File: config.mk
export PLATFORM = sky130hd
export DESIGN_NAME = biquad_seq
export DESIGN_NICKNAME = d
export VERILOG_FILES = /design/src/rtl/biquad_seq_pkg.sv /design/src/rtl/biquad_seq_rom.sv /design/src/rtl/biquad_seq.sv
export SDC_FILE = /design/constraint.sdc
export NUM_CORES = 1
export LEC_CHECK = 0
export ABC_AREA = 1
export CORE_AREA = 4 4 41 43
export CTS_CLUSTER_SIZE = 25
export DETAILED_ROUTE_END_ITERATION = 8
export DIE_AREA = 0 0 45 47
export HOLD_SLACK_MARGIN = 0.06
export PLACE_DENSITY = 0.66
export SYNTH_ARGS = -nofsm -noshare
export SYNTH_HDL_FRONTEND = slang
export SYNTH_SLANG_ARGS = --single-unit
File: constraint.sdc
create_clock -name clk -period 2.5 [get_ports clk]
set_input_delay 0.75 -clock clk [delete_from_list [all_inputs] [get_ports clk]]
set_output_delay 0.75 -clock clk [all_outputs]
set_load 0.02 [all_outputs]
File: src/rtl/biquad_seq_pkg.sv
// biquad_seq_pkg: select and state encodings shared by the biquad sequencer and its datapath mux
package biquad_seq_pkg;
  localparam logic [2:0] SEL_S_CERO = 3'b000;
  localparam logic [2:0] SEL_S_A1   = 3'b001;
  localparam logic [2:0] SEL_S_A2   = 3'b010;
  localparam logic [2:0] SEL_S_B0   = 3'b011;
  localparam logic [2:0] SEL_S_B1   = 3'b100;
  localparam logic [2:0] SEL_S_B2   = 3'b101;
  localparam logic [1:0] SEL_C_CERO = 2'b00;
  localparam logic [1:0] SEL_C_FK1  = 2'b01;
  localparam logic [1:0] SEL_C_FK2  = 2'b10;
  localparam logic [1:0] SEL_C_FK   = 2'b11;
  localparam logic [2:0] SEL_Z_CERO  = 3'b000;
  localparam logic [2:0] SEL_Z_UK    = 3'b001;
  localparam logic [2:0] SEL_Z_YK    = 3'b010;
  localparam logic [2:0] SEL_Z_ACUM1 = 3'b011;
  localparam logic [2:0] SEL_Z_ACUM2 = 3'b100;
  localparam logic [2:0] SEL_Z_ACUM3 = 3'b101;
  localparam logic [2:0] ST_IDLE = 3'd0;
  localparam logic [2:0] ST_M1   = 3'd1;
  localparam logic [2:0] ST_M2   = 3'd2;
  localparam logic [2:0] ST_M3   = 3'd3;
  localparam logic [2:0] ST_M4   = 3'd4;
  localparam logic [2:0] ST_M5   = 3'd5;
  localparam logic [2:0] ST_UPD  = 3'd6;
  // ld bit order: {acum1, acum2, acum3, fk, yk}
  typedef struct packed {
    logic [2:0] s;
    logic [1:0] c;
    logic [2:0] z;
    logic [4:0] ld;
  } step_t;
endpackage

File: src/rtl/biquad_seq_rom.sv
// biquad_seq_rom: combinational MAC step -> {controlS, controlC, controlZ, load vector} table
module biquad_seq_rom
  import biquad_seq_pkg::*;
(
  input  logic [2:0] step,
  output step_t      row
);
  // one fixed row per MAC step; idle, update and unused encodings select cero with no load
  always_comb begin
    case (step)
      ST_M1:   row = '{SEL_S_A2, SEL_C_FK2, SEL_Z_UK,    5'b10000};
      ST_M2:   row = '{SEL_S_A1, SEL_C_FK1, SEL_Z_ACUM1, 5'b00010};
      ST_M3:   row = '{SEL_S_B2, SEL_C_FK2, SEL_Z_CERO,  5'b01000};
      ST_M4:   row = '{SEL_S_B1, SEL_C_FK1, SEL_Z_ACUM2, 5'b00100};
      ST_M5:   row = '{SEL_S_B0, SEL_C_FK,  SEL_Z_ACUM3, 5'b00001};
      default: row = '{SEL_S_CERO, SEL_C_CERO, SEL_Z_CERO, 5'b00000};
    endcase
  end
endmodule

File: src/rtl/biquad_seq.sv
// biquad_seq: biquad IIR MAC sequencer; optional overrun monitor under IIR_OVERRUN_EN
module biquad_seq
  import biquad_seq_pkg::*;
#(
  parameter int MUL_LAT = 0
) (
  input  logic       clk,
  input  logic       rst_n,
  input  logic       start,
  output logic [2:0] controlS,
  output logic [1:0] controlC,
  output logic [2:0] controlZ,
  output logic       ld_acum1,
  output logic       ld_acum2,
  output logic       ld_acum3,
  output logic       ld_fk,
  output logic       ld_yk,
  output logic       shift_dly,
  output logic       busy,
  output logic       done
`ifdef IIR_OVERRUN_EN
  ,
  output logic       overrun,
  output logic [7:0] overrun_cnt
`endif
);
  localparam int WW = MUL_LAT > 0 ? $clog2(MUL_LAT + 1) : 1;
  localparam logic [WW-1:0] LAST = WW'(MUL_LAT);
  logic [2:0] state_q, state_d;
  logic [WW-1:0] wait_q, wait_d;
  logic last, in_mac, in_upd;
  step_t row;
  assign last   = wait_q == LAST;
  assign in_mac = state_q inside {[ST_M1:ST_M5]};
  assign in_upd = state_q == ST_UPD;
  // step through M1..M5 holding each for MUL_LAT+1 cycles; start only counts in IDLE/UPD
  always_comb begin
    state_d = in_mac ? (last ? state_q + 3'd1 : state_q)
                     : ((state_q == ST_IDLE || in_upd) && start ? ST_M1 : ST_IDLE);
    wait_d  = in_mac && !last ? wait_q + 1'b1 : '0;
  end
  // state and wait counter
  always_ff @(posedge clk or negedge rst_n) begin
    if (!rst_n) begin
      state_q <= ST_IDLE;
      wait_q  <= '0;
    end else begin
      state_q <= state_d;
      wait_q  <= wait_d;
    end
  end
  biquad_seq_rom u_rom (
    .step(state_q),
    .row (row)
  );
  assign controlS = row.s;
  assign controlC = row.c;
  assign controlZ = row.z;
  assign {ld_acum1, ld_acum2, ld_acum3, ld_fk, ld_yk} = row.ld & {5{last}};
  assign shift_dly = in_upd;
  assign done      = in_upd;
  assign busy      = in_mac || in_upd;
`ifdef IIR_OVERRUN_EN
  logic overrun_q, overrun_d, hit;
  logic [7:0] overrun_cnt_q, overrun_cnt_d;
  assign hit = start && in_mac;
  // sticky flag and saturating count of samples dropped mid-schedule
  always_comb begin
    overrun_d     = overrun_q | hit;
    overrun_cnt_d = overrun_cnt_q + 8'(hit && overrun_cnt_q != 8'hff);
  end
  // overrun state, cleared only by reset
  always_ff @(posedge clk or negedge rst_n) begin
    if (!rst_n) begin
      overrun_q     <= 1'b0;
      overrun_cnt_q <= '0;
    end else begin
      overrun_q     <= overrun_d;
      overrun_cnt_q <= overrun_cnt_d;
    end
  end
  assign overrun     = overrun_q;
  assign overrun_cnt = overrun_cnt_q;
`endif
endmodule

==> out/qor.yml <==
clocking:
  clk_pin_slew_ps: 30
  cts_tree: "built"
  htreeDepth: 1
  clkSinkCount: 4
  cts-root-buf: "clkbuf_4"
  clk_latency_ps: 230
  postCtsHoldBufs: 0
  numCtsBuffers: 3
  post_cts_buffers: 0
  clock_path_buffers: 2
cells_and_area:
  multiInputGateArea_um2: 251.5
  fin_cells: 96
  drive_above_1_share_pct: 18.52
  n_fill_cell: 144
  synthToLayoutAreaGrowth_pct: 41.09
  ff_latch_area_um2: 102.6
  nets: 91
  antenna_cells: 0
drt:
  avgViaCountPerCell: 4.219
  wirelength_um: 910
  first_pass_iters: 3
  antenna_left: 0
  post_drt_wl_per_cell_um: 9.479
  num_vias: 405
  drt_iter0_drc: 1
  drcViolationCount: 0
pwr:
  powerDensity_mw_per_mm2: 1285
  netSwitchingPower_uw: 409.2
  p_sw_share_pct: 51.86
  seqPwrFrac_pct: 16.1
  p_leak_uw: 0.0003902
  combPwrFrac_pct: 74.3
  p_int_uw: 379.9
  pwr-share-clk_pct: 9.6
  ir_drop_uv: 648.4
yosys:
  synth.mux.area_fraction_pct: 3.448
  ys_seq_elements: 4
  avgSynthCellArea_um2: 7.023
  synth_xor_xnor_area_share_pct: 2.011
  ys_seq_area_share_pct: 22.99
  synth-compound-area-share_pct: 6.609
  synth_top_area_cell: "dfrtp_1"
  synth_nets: 70
  ys_top_cells_by_area: "dfrtp_1 (23%), ha_1 (14%), nand2_1 (12%), inv_1 (9.5%), nand3_1 (5.7%)"
  synthSimpleGateAreaFrac_pct: 30.46
  synthDistinctLibCells: 20
  synth_top_family_by_area: "simple AND/OR/NAND/NOR gates"
  synth.top_cell.area_share_pct: 22.99
  synthAdderAreaFrac_pct: 14.37
  netlist_area_um2: 435.4
  syn_inst: 62
  synth_warnings: 0
min_path:
  worstHoldPathType: "flop to flop"
timing:
  setup_viol: 0
  fin_crit_sh_pct: 95.60
  slew_viol_final: 0
  max_freq_ghz: 0.4184
  rsz0062_at_grt: "no"
  worst_slack_ps: 110.1
  hold_viol: 0
  fin_skew_ps: 0.4240
  fin_crit_ps: 2390
worst_setup_path:
  required_ps: 1750
  cp-start-kind: "flop"
  crit_fanout: 6
  crit_type: "flop to output pin"
  crit_path_end_kind: "output pin"
  cp.arrival_ps: 1640
placement:
  dp.cells: 93
  finalWeightedCongestion: 0.7345
  place_ws_ps: -1.793
  hpwl_um: 796.9
  portBuffers: 18
floorplanning:
  core_mm2: 0.001301
  start_util_pct: 33.46
  io_pins: 19
  fp-row-count: 13
  die_y_um: 47
  die_x_um: 45
  die_area_mm2: 0.002115
global_routing:
  grt_overflow: 0
  grt_pass1_wl_um: 1635
  antenna_found_initial: 0
  grt_pass1_vias: 383
  grt_use_total_pct: 10.55
  grt_max_degree: 10
flow_run:
  cap_violations: 0
run_status:
  outcome: "finished clean"
timing repair:
item / CTS / global route
cloned: 0 / 0
resized for setup: 16 / 5
setup endpoints to repair: 15 / 5
hold endpoints to repair: 0 / 0
final cells by class:
| cell class | instances | area share [%] |
|---|---|---|
| Clock buffer | 3 | 3.666 |
| Inverter | 12 | 8.147 |
| Multi-Input combinational cell | 42 | 40.94 |
| Sequential cell | 4 | 16.70 |
| Tap cell | 15 | 3.055 |
| Timing Repair Buffer | 20 | 27.49 |
stage by stage:
| step | instance area, um2 | power, uW | util, % | setup TNS (ps) | hold slack, ps |
|---|---|---|---|---|---|
| detailed placement | 615.6 | 789.8 | 47.31 | -1.793 | 713.2 |
| global route | 614.3 | 876.6 | 47.21 | 0 | 715.8 |
| finish | 614.3 | 789.1 | 47.21 | 0 | 675.2 |
| floorplan | 435.4 | 538.8 | - | 0 | 454.4 |
| CTS | 620.6 | 806.8 | 47.69 | 0 | 677.9 |
| global placement | 615.6 | 786.6 | 47.31 | 0 | 703.5 |
worst paths after layout:
check | slack, ps | from | endpoint | cells past startpoint
worst max-delay path | 110 | state_q[1]$_DFFE_PN0P_ | controlS[1] | 4
worst min-delay path | 680 | state_q[0]$_DFFE_PN0P_ | state_q[0]$_DFFE_PN0P_ | 4
worst max register to register | 1240 | state_q[0]$_DFFE_PN0P_ | state_q[2]$_DFFE_PN0P_ | 5
worst min register to register | 680 | state_q[0]$_DFFE_PN0P_ | state_q[0]$_DFFE_PN0P_ | 4
max in group asynchronous | 1600 | rst_n | state_q[1]$_DFFE_PN0P_ | 1
min in group asynchronous | 720 | rst_n | state_q[2]$_DFFE_PN0P_ | 1
power groups by stage:
stage                     clock [uW]  sequential, uW  combinational, uW
after floorplan                    0             112                427
after global placement             0             123                663
after detailed placement           0             125                665
after CTS                       80.7             126                600
after global routing            88.1             134                655
final                           76.0             127                586
per-layer routing:
metal | share of wire, % | global-route usage [%]
met1 | 40 | 12.18
met2 | 50 | 18.08
met3 | 9.9 | 2.682
met4 | 0 | 5.263
met5 | 0 | 0
cell usage in the layout (no fill, tap or decap), drive strengths merged:
master         instances
xor2                   1
o21ai                  2
ha                     5
dfrtp                  4
nand3                  6
clkbuf                 5
nand2                 16
inv                   12
buf                    2
nor2                   6
conb                   1
mux2                   1
dlygate4sd2           13
nor3                   1
a21oi                  3
clkdlybuf4s50          3
cell usage after synthesis:
library cell  instances
a21oi_1               3
buf_4                 1
buf_6                 2
clkbuf_1              1
conb_1                1
dfrtp_1               4
ha_1                  5
inv_1                11
inv_6                 1
mux2_4                1
nand2_1              14
nand2_2               1
nand2_4               1
nand3_1               5
nand3_2               1
nor2_1                6
nor3_1                1
o21ai_0               1
o21ai_2               1
xor2_1                1
cell families after synthesis:
logic type      count (synthesis)
simple gates                   29
flops                           4
fa+ha+maj                       5
other cells                     1
mux                             1
compound gates                  5
buf+inv                        16
xor+xnor                        1
flip-flops by register name, summed over array words and instances, names as in the netlist:
name and flops:
wait_q 1, state_q 3
critical path: stages, from the launching register on:
cell	delay (ps)
dfrtp_2	440
inv_1	90
ha_1	180
buf_4	120
clkdlybuf4s50_1	590
No activity file was read; power rests on OpenSTA's default activity.
